$ cat config.mk
export PLATFORM = sky130hd
export DESIGN_NAME = instr_fetch_responder_flat
export DESIGN_NICKNAME = d
export VERILOG_FILES = /design/src/rtl/cpu_pkg.sv /design/src/rtl/instr_fetch_responder_if.sv /design/src/rtl/fetch_rsp_fifo.sv /design/src/rtl/instr_fetch_responder.sv /design/src/flat_wrapper.sv
export SDC_FILE = /design/constraint.sdc
export NUM_CORES = 2
export LEC_CHECK = 0
export CAP_MARGIN = 20
export CORE_UTILIZATION = 43
export CTS_CLUSTER_SIZE = 14
export DETAILED_ROUTE_END_ITERATION = 16
export HOLD_SLACK_MARGIN = 0.1
export PLACE_DENSITY = 0.66
export SYNTH_ARGS = -nofsm -noshare
export SYNTH_HDL_FRONTEND = slang
export SYNTH_MEMORY_MAX_BITS = 65536
export SYNTH_SLANG_ARGS = --single-unit
$ cat constraint.sdc
create_clock -name clk -period 3.13 [get_ports clk]
set_clock_uncertainty 0.15 [all_clocks]
set_input_delay 0.939 -clock clk [delete_from_list [all_inputs] [get_ports clk]]
set_output_delay 0.939 -clock clk [all_outputs]
set_load 0.05 [all_outputs]
$ cat src/rtl/cpu_pkg.sv
// Shared types and constants for the instruction fetch path.
package cpu_pkg;
  localparam int ADDR_W  = 8;
  localparam int INSTR_W = 16;
  localparam int DEPTH   = 256;
  localparam int FIFO_N  = 3;

  typedef logic [ADDR_W-1:0]  addr_t;
  typedef logic [INSTR_W-1:0] instr_t;

  typedef struct packed {
    addr_t  addr;
    instr_t instr;
    logic   err;
  } fetch_rsp_t;

  // Circular pointer increment over the FIFO_N response slots
  function automatic logic [1:0] ptr_inc(input logic [1:0] p);
    return (p == 2'(FIFO_N - 1)) ? 2'd0 : p + 2'd1;
  endfunction
endpackage

$ cat src/rtl/instr_fetch_responder_if.sv
// Fetch request/response, flush and program-load signals between PC side and responder.
interface fetch_if;
  import cpu_pkg::*;

  logic   req_valid;
  logic   req_ready;
  addr_t  req_addr;
  logic   flush;
  logic   rsp_valid;
  logic   rsp_ready;
  addr_t  rsp_addr;
  instr_t rsp_instr;
  logic   rsp_err;
  logic   prog_we;
  addr_t  prog_addr;
  instr_t prog_data;

  modport master (
    output req_valid, req_addr, flush, rsp_ready, prog_we, prog_addr, prog_data,
    input  req_ready, rsp_valid, rsp_addr, rsp_instr, rsp_err
  );

  modport slave (
    input  req_valid, req_addr, flush, rsp_ready, prog_we, prog_addr, prog_data,
    output req_ready, rsp_valid, rsp_addr, rsp_instr, rsp_err
  );
endinterface

$ cat src/rtl/fetch_rsp_fifo.sv
// 3-entry first-word-fall-through FIFO of fetch responses; head reads as zero when empty.
module fetch_rsp_fifo
  import cpu_pkg::*;
(
  input  logic       clk,
  input  logic       rst_n,
  input  logic       push_i,
  input  fetch_rsp_t din_i,
  input  logic       pop_i,
  input  logic       clear_i,
  output fetch_rsp_t dout_o,
  output logic [1:0] count_o
);
  fetch_rsp_t mem_q [FIFO_N];
  logic [1:0] rd_q, wr_q, cnt_q, cnt_d;
  logic       do_pop;

  assign do_pop  = pop_i && (cnt_q != 2'd0);
  assign count_o = cnt_q;
  assign dout_o  = (cnt_q == 2'd0) ? '0 : mem_q[rd_q];

  always_comb begin
    cnt_d = cnt_q;
    if (push_i && !do_pop)      cnt_d = cnt_q + 2'd1;
    else if (!push_i && do_pop) cnt_d = cnt_q - 2'd1;
  end

  always_ff @(posedge clk or negedge rst_n) begin
    if (!rst_n) begin
      rd_q  <= 2'd0;
      wr_q  <= 2'd0;
      cnt_q <= 2'd0;
    end else if (clear_i) begin
      rd_q  <= 2'd0;
      wr_q  <= 2'd0;
      cnt_q <= 2'd0;
    end else begin
      if (push_i) wr_q <= ptr_inc(wr_q);
      if (do_pop) rd_q <= ptr_inc(rd_q);
      cnt_q <= cnt_d;
    end
  end

  // Payload storage needs no reset: the head is masked while empty
  always_ff @(posedge clk) begin
    if (push_i && !clear_i) mem_q[wr_q] <= din_i;
  end

  a_cnt_max: assert property (@(posedge clk) disable iff (!rst_n)
    {1'b0, cnt_q} <= 3'(FIFO_N));
  a_no_push_full: assert property (@(posedge clk) disable iff (!rst_n)
    (push_i && !clear_i) |-> ({1'b0, cnt_q} < 3'(FIFO_N)));
endmodule

$ cat src/rtl/instr_fetch_responder.sv
// Instruction RAM with a one-stage read pipeline feeding an in-order response FIFO.
module instr_fetch_responder #(
  parameter int DEPTH = cpu_pkg::DEPTH
) (
  input logic    clk,
  input logic    reset_n,
  fetch_if.slave bus
);
  import cpu_pkg::*;

  localparam int RAM_AW = (DEPTH > 1) ? $clog2(DEPTH) : 1;

  instr_t     mem [DEPTH];
  instr_t     rdata_q;
  logic       s1_vld_q, s1_vld_d;
  addr_t      s1_addr_q;
  logic       s1_err_q;
  logic [1:0] fifo_cnt;
  logic [2:0] occ;
  logic       accept, req_oob, prog_ok;
  fetch_rsp_t push_data, head;

  // Occupancy counts S1 as well, so req_ready never depends on rsp_ready
  assign occ           = {1'b0, fifo_cnt} + {2'b0, s1_vld_q};
  assign bus.req_ready = (occ < 3'(FIFO_N));
  assign accept        = bus.req_valid && bus.req_ready;
  assign req_oob       = (32'(bus.req_addr) >= 32'(DEPTH));
  assign prog_ok       = bus.prog_we && (32'(bus.prog_addr) < 32'(DEPTH));
  assign s1_vld_d      = accept;

  // Nonblocking read + write on the same edge gives read-first behaviour
  always_ff @(posedge clk) begin
    if (prog_ok)            mem[bus.prog_addr[RAM_AW-1:0]] <= bus.prog_data;
    if (accept && !req_oob) rdata_q <= mem[bus.req_addr[RAM_AW-1:0]];
  end

  // A request taken in a flush cycle is the redirect target and survives
  always_ff @(posedge clk or negedge reset_n) begin
    if (!reset_n) begin
      s1_vld_q  <= 1'b0;
      s1_addr_q <= '0;
      s1_err_q  <= 1'b0;
    end else begin
      s1_vld_q <= s1_vld_d;
      if (accept) begin
        s1_addr_q <= bus.req_addr;
        s1_err_q  <= req_oob;
      end
    end
  end

  assign push_data = '{addr:  s1_addr_q,
                       instr: s1_err_q ? '0 : rdata_q,
                       err:   s1_err_q};

  fetch_rsp_fifo u_fifo (
    .clk     (clk),
    .rst_n   (reset_n),
    .push_i  (s1_vld_q && !bus.flush),
    .din_i   (push_data),
    .pop_i   (bus.rsp_valid && bus.rsp_ready),
    .clear_i (bus.flush),
    .dout_o  (head),
    .count_o (fifo_cnt)
  );

  assign bus.rsp_valid = (fifo_cnt != 2'd0);
  assign bus.rsp_addr  = head.addr;
  assign bus.rsp_instr = head.instr;
  assign bus.rsp_err   = head.err;
endmodule
$ cat src/flat_wrapper.sv
// flat-port wrapper written by rule: the top's interface ports become plain ports
module instr_fetch_responder_flat import cpu_pkg::*;
#(
  parameter int DEPTH = cpu_pkg::DEPTH
)
  (clk, reset_n, bus_req_valid, bus_req_addr, bus_flush, bus_rsp_ready, bus_prog_we, bus_prog_addr, bus_prog_data, bus_req_ready, bus_rsp_valid, bus_rsp_addr, bus_rsp_instr, bus_rsp_err);
  fetch_if bus_i ();
  input logic clk;
  input logic reset_n;
  input wire logic [$bits(bus_i.req_valid)-1:0] bus_req_valid;
  input wire logic [$bits(bus_i.req_addr)-1:0] bus_req_addr;
  input wire logic [$bits(bus_i.flush)-1:0] bus_flush;
  input wire logic [$bits(bus_i.rsp_ready)-1:0] bus_rsp_ready;
  input wire logic [$bits(bus_i.prog_we)-1:0] bus_prog_we;
  input wire logic [$bits(bus_i.prog_addr)-1:0] bus_prog_addr;
  input wire logic [$bits(bus_i.prog_data)-1:0] bus_prog_data;
  output wire logic [$bits(bus_i.req_ready)-1:0] bus_req_ready;
  output wire logic [$bits(bus_i.rsp_valid)-1:0] bus_rsp_valid;
  output wire logic [$bits(bus_i.rsp_addr)-1:0] bus_rsp_addr;
  output wire logic [$bits(bus_i.rsp_instr)-1:0] bus_rsp_instr;
  output wire logic [$bits(bus_i.rsp_err)-1:0] bus_rsp_err;
  assign bus_i.req_valid = bus_req_valid;
  assign bus_i.req_addr = bus_req_addr;
  assign bus_i.flush = bus_flush;
  assign bus_i.rsp_ready = bus_rsp_ready;
  assign bus_i.prog_we = bus_prog_we;
  assign bus_i.prog_addr = bus_prog_addr;
  assign bus_i.prog_data = bus_prog_data;
  assign bus_req_ready = bus_i.req_ready;
  assign bus_rsp_valid = bus_i.rsp_valid;
  assign bus_rsp_addr = bus_i.rsp_addr;
  assign bus_rsp_instr = bus_i.rsp_instr;
  assign bus_rsp_err = bus_i.rsp_err;
  instr_fetch_responder #(.DEPTH(DEPTH)) u_core (.clk(clk), .reset_n(reset_n), .bus(bus_i));
endmodule
==> results.json <==
{
  "fin_util_pct": 52.29,
  "cp_slowest_cell": "dfrtp_2",
  "place.port_buffers": 63,
  "synth_area_um2": 163700,
  "synth.net_count": 7539,
  "ant_nets": 0,
  "path_delay_family": "flip-flops",
  "ys_top_cells_by_area": "edfxtp_1 77%, mux4_2 12%, mux2i_1 3.0%",
  "drc_errors": 0,
  "setup_ws_ps": -296.0,
  "yosys.area.top_type": "edfxtp_1",
  "drt_iter0_drc": 10743,
  "r2r_cells": 8,
  "cts_max_level": 5,
  "slowest_delay_ps": 450,
  "final_nets": 8847,
  "finalNonFillerCells": 14163,
  "setup_viol": 32,
  "async_flop_share_pct": 0.3572,
  "ys_ff_latch": 4199,
  "rows": 226,
  "max-slew-margin-rel_pct": 30.74,
  "grt_overflow": 0,
  "critPathBufInv": 2,
  "cts_root_buffer": "clkbuf_16",
  "rrSetupSlack_ps": 220,
  "cts_buffers": 417,
  "cp_data_arrival_time_ps": 2340,
  "cp.required_ps": 2040,
  "criticalPathCategory": "reg -> out",
  "cp_max_fo": 14,
  "vias": 84792,
  "hp-class": "in -> reg",
  "period_share_pct": 109.5,
  "cts-hold-fix-buffers": 0,
  "grt_pass1_vias": 84783,
  "r2r-start": "u_core.mem[191][14]",
  "clock_sinks": 4199,
  "synthCells": 7499,
  "max_freq_mhz": 291.9,
  "die_width_um": 619.0,
  "cp-start-kind": "register",
  "rsz0062_at_grt": "true",
  "synth_edf_count": 4184,
  "powerDensity_nw_per_um2": 604.3,
  "dpl.cell_count": 13398,
  "via_per_inst": 5.987,
  "tightest_slew_ps": 1026,
  "cp-end-kind": "primary output",
  "io_pins": 65,
  "crit_chain": "buf_12 -> mux2i_1 -> nor2_1 -> a21oi_1 -> nor2_1 -> buf_12",
  "final_max_slew_viol_count": 0,
  "routed_wl_um": 451000,
  "clockBufferDepth": 4,
  "netlist.area_leader.share_pct": 76.75,
  "track_usage_pct": 23.28,
  "cp.depth": 6,
  "grt_max_degree": 107,
  "ir_drop_v": 0.0004799,
  "hold_viol_final": 0,
  "synthFlopType": "edfxtp_1",
  "grt_pass1_wl_um": 636700,
  "drt-pass1-iter-count": 8,
  "startpoint": "u_core.u_fifo.rd_q[0]",
  "whs_path_depth": 1,
  "cp-endpoint": "bus_rsp_addr[4]",
  "failed_checks": "negative setup slack",
  "antenna_found_initial": 12,
  "synth_cell_types": 61,
  "post_drt_wl_per_cell_um": 31.85,
  "die_y_um": 619.0,
  "ys_seq_area_share_pct": 76.98,
  "start_util_pct": 43.20,
  "leakage_uw": 0.06410,
  "outcome": "finished with violations",
  "drive_gt1_share_pct": 35.48,
  "timing.final.crit_period_ps": 3426,
  "cts_tree": "done",
  "r2r-end": "u_core.rdata_q[14]",
  "coreArea_um2": 378900,
  "finalWeightedCongestion": 0.9995,
  "insertion_delay_ps": 990,
  "ys_warn_count": 0,
  "dieArea_um2": 383100,
  "synth.avg_cell_area_um2": 21.83,
  "syn_to_final_growth_pct": 21.04,
  "maxCapViolCount": 0,
  "cts.clk_slew.worst_paths_ps": 60,
  "hpwl_um": 292600
}
==> sequential cells by signal (all words and copies together) (netlist names) <==
signal                 cells
u_core.u_fifo.mem_q       72
u_core.mem              4096
u_core.u_fifo.count_o      2
u_core.u_fifo.rd_q         2
u_core.u_fifo.wr_q         2
u_core.rdata_q            16
u_core.s1_addr_q           8
u_core.s1_vld_q            1
==> kinds of logic after synthesis <==
family	after synthesis	share of synthesized area [%]
AO/OA/AOI/OAI	689	3.272
other	1	0.002291
buffers and inverters	472	1.779
XOR/XNOR	1	0.005352
flip-flops	4199	76.98
multiplexers	1517	16.14
AND/OR/NAND/NOR	618	1.799
adder cells (fa/ha/maj)	2	0.01528
==> stage by stage <==
step / setup WS (ps) / total power [uW] / instance area (um2) / setup TNS (ps) / hold slack, ps
final: -296.0 / 119700 / 198100 / -5119 / 180.3
after global routing: -358.6 / 122600 / 198100 / -7657 / 168.1
after CTS: -351.0 / 120200 / 197900 / -6949 / 141.2
after detailed placement: -1564 / 71030 / 184000 / -64240 / 335.8
after global placement: -1499 / 70880 / 184000 / -44360 / 317.8
after floorplan: -406.3 / 66730 / 164300 / -28200 / 290.1
==> synth_stat cells (14+ instances only) <==
master,count
edfxtp_1,4184
mux4_2,874
mux2i_1,495
nor2_1,321
clkbuf_1,211
o221ai_1,143
mux2_2,140
buf_2,108
a21oi_1,104
o22ai_1,95
a221oi_1,81
a22oi_1,63
nor3_1,61
nand2b_1,53
buf_4,45
nand2_1,44
a211oi_1,40
buf_6,35
a22o_1,29
nand4_1,26
o32ai_1,26
buf_1,25
nand3_1,25
buf_8,22
buf_12,20
o221ai_2,20
and2_1,16
o21bai_1,16
dfrtp_1,15
nor4bb_1,15
or2_2,15
o211ai_1,14
==> cell type report <==
| cell class | instances | area, um2 |
|---|---|---|
| well taps | 5016 | 6276 |
| clock inverters | 253 | 2685 |
| clock buffers | 501 | 10880 |
| multi-input cells | 2828 | 35790 |
| inverters | 6 | 35.03 |
| flip-flops and latches | 4199 | 126000 |
| diodes | 5 | 12.51 |
| fillers | 28730 | 180800 |
| repair buffers | 1355 | 16440 |
==> power breakdown <==
group / switching [uW] / internal [uW]
registers: 168 / 62100
logic: 4580 / 3160
clock network: 21200 / 28600
total: 25900 / 93800
==> how the worst min path moves through the flow <==
stage                   startpoint                          to
4_1_cts          bus_prog_data[13]          u_core.mem[79][13]
3_5_place_dp   u_core.s1_addr_q[0]  u_core.u_fifo.mem_q[2][16]
5_1_grt          bus_prog_data[12]         u_core.mem[205][12]
6_report         bus_prog_data[12]         u_core.mem[226][12]
3_3_place_gp   u_core.s1_addr_q[0]  u_core.u_fifo.mem_q[2][16]
2_1_floorplan    u_core.rdata_q[0]   u_core.u_fifo.mem_q[0][0]
==> placed cells by master, fill, tap and decap left out, types with 23 or more instances in the layout <==
cell / instances
clkinv_1: 96
a211oi_1: 27
clkinv_2: 62
mux4_2: 874
nand2b_1: 52
o221ai_2: 23
clkbuf_16: 425
bufinv_16: 46
nor3_1: 59
clkbuf_1: 78
nand2_1: 43
o221ai_1: 140
mux2_2: 140
nor2_1: 139
a22oi_1: 55
nand4_1: 26
nor2_2: 180
a221oi_1: 63
mux2i_1: 494
o22ai_1: 95
o32ai_1: 26
buf_12: 479
a22o_1: 27
a21oi_1: 97
edfxtp_1: 4184
buf_4: 831
==> routing by layer <==
| layer | up-vias | track usage (%) | share of wire, % |
|---|---|---|---|
| met1 | 45074 | 32.04 | 40 |
| met5 | - | 0 | 0 |
| met4 | 0 | 9.627 | 4.6 |
| met2 | 4364 | 36.91 | 47 |
| li1 | 34542 | - | - |
| met3 | 812 | 4.079 | 8.5 |
==> what timing repair did <==
item | CTS | global route
setup endpoints to repair | 40 | 39
gates cloned | 0 | 2
pin swaps | 2 | 3
hold endpoints to repair | 0 | 0
resized for setup | 48 | 37
buffers inserted | 3 | 1
Note: power is estimated with default switching activity, not from simulation.
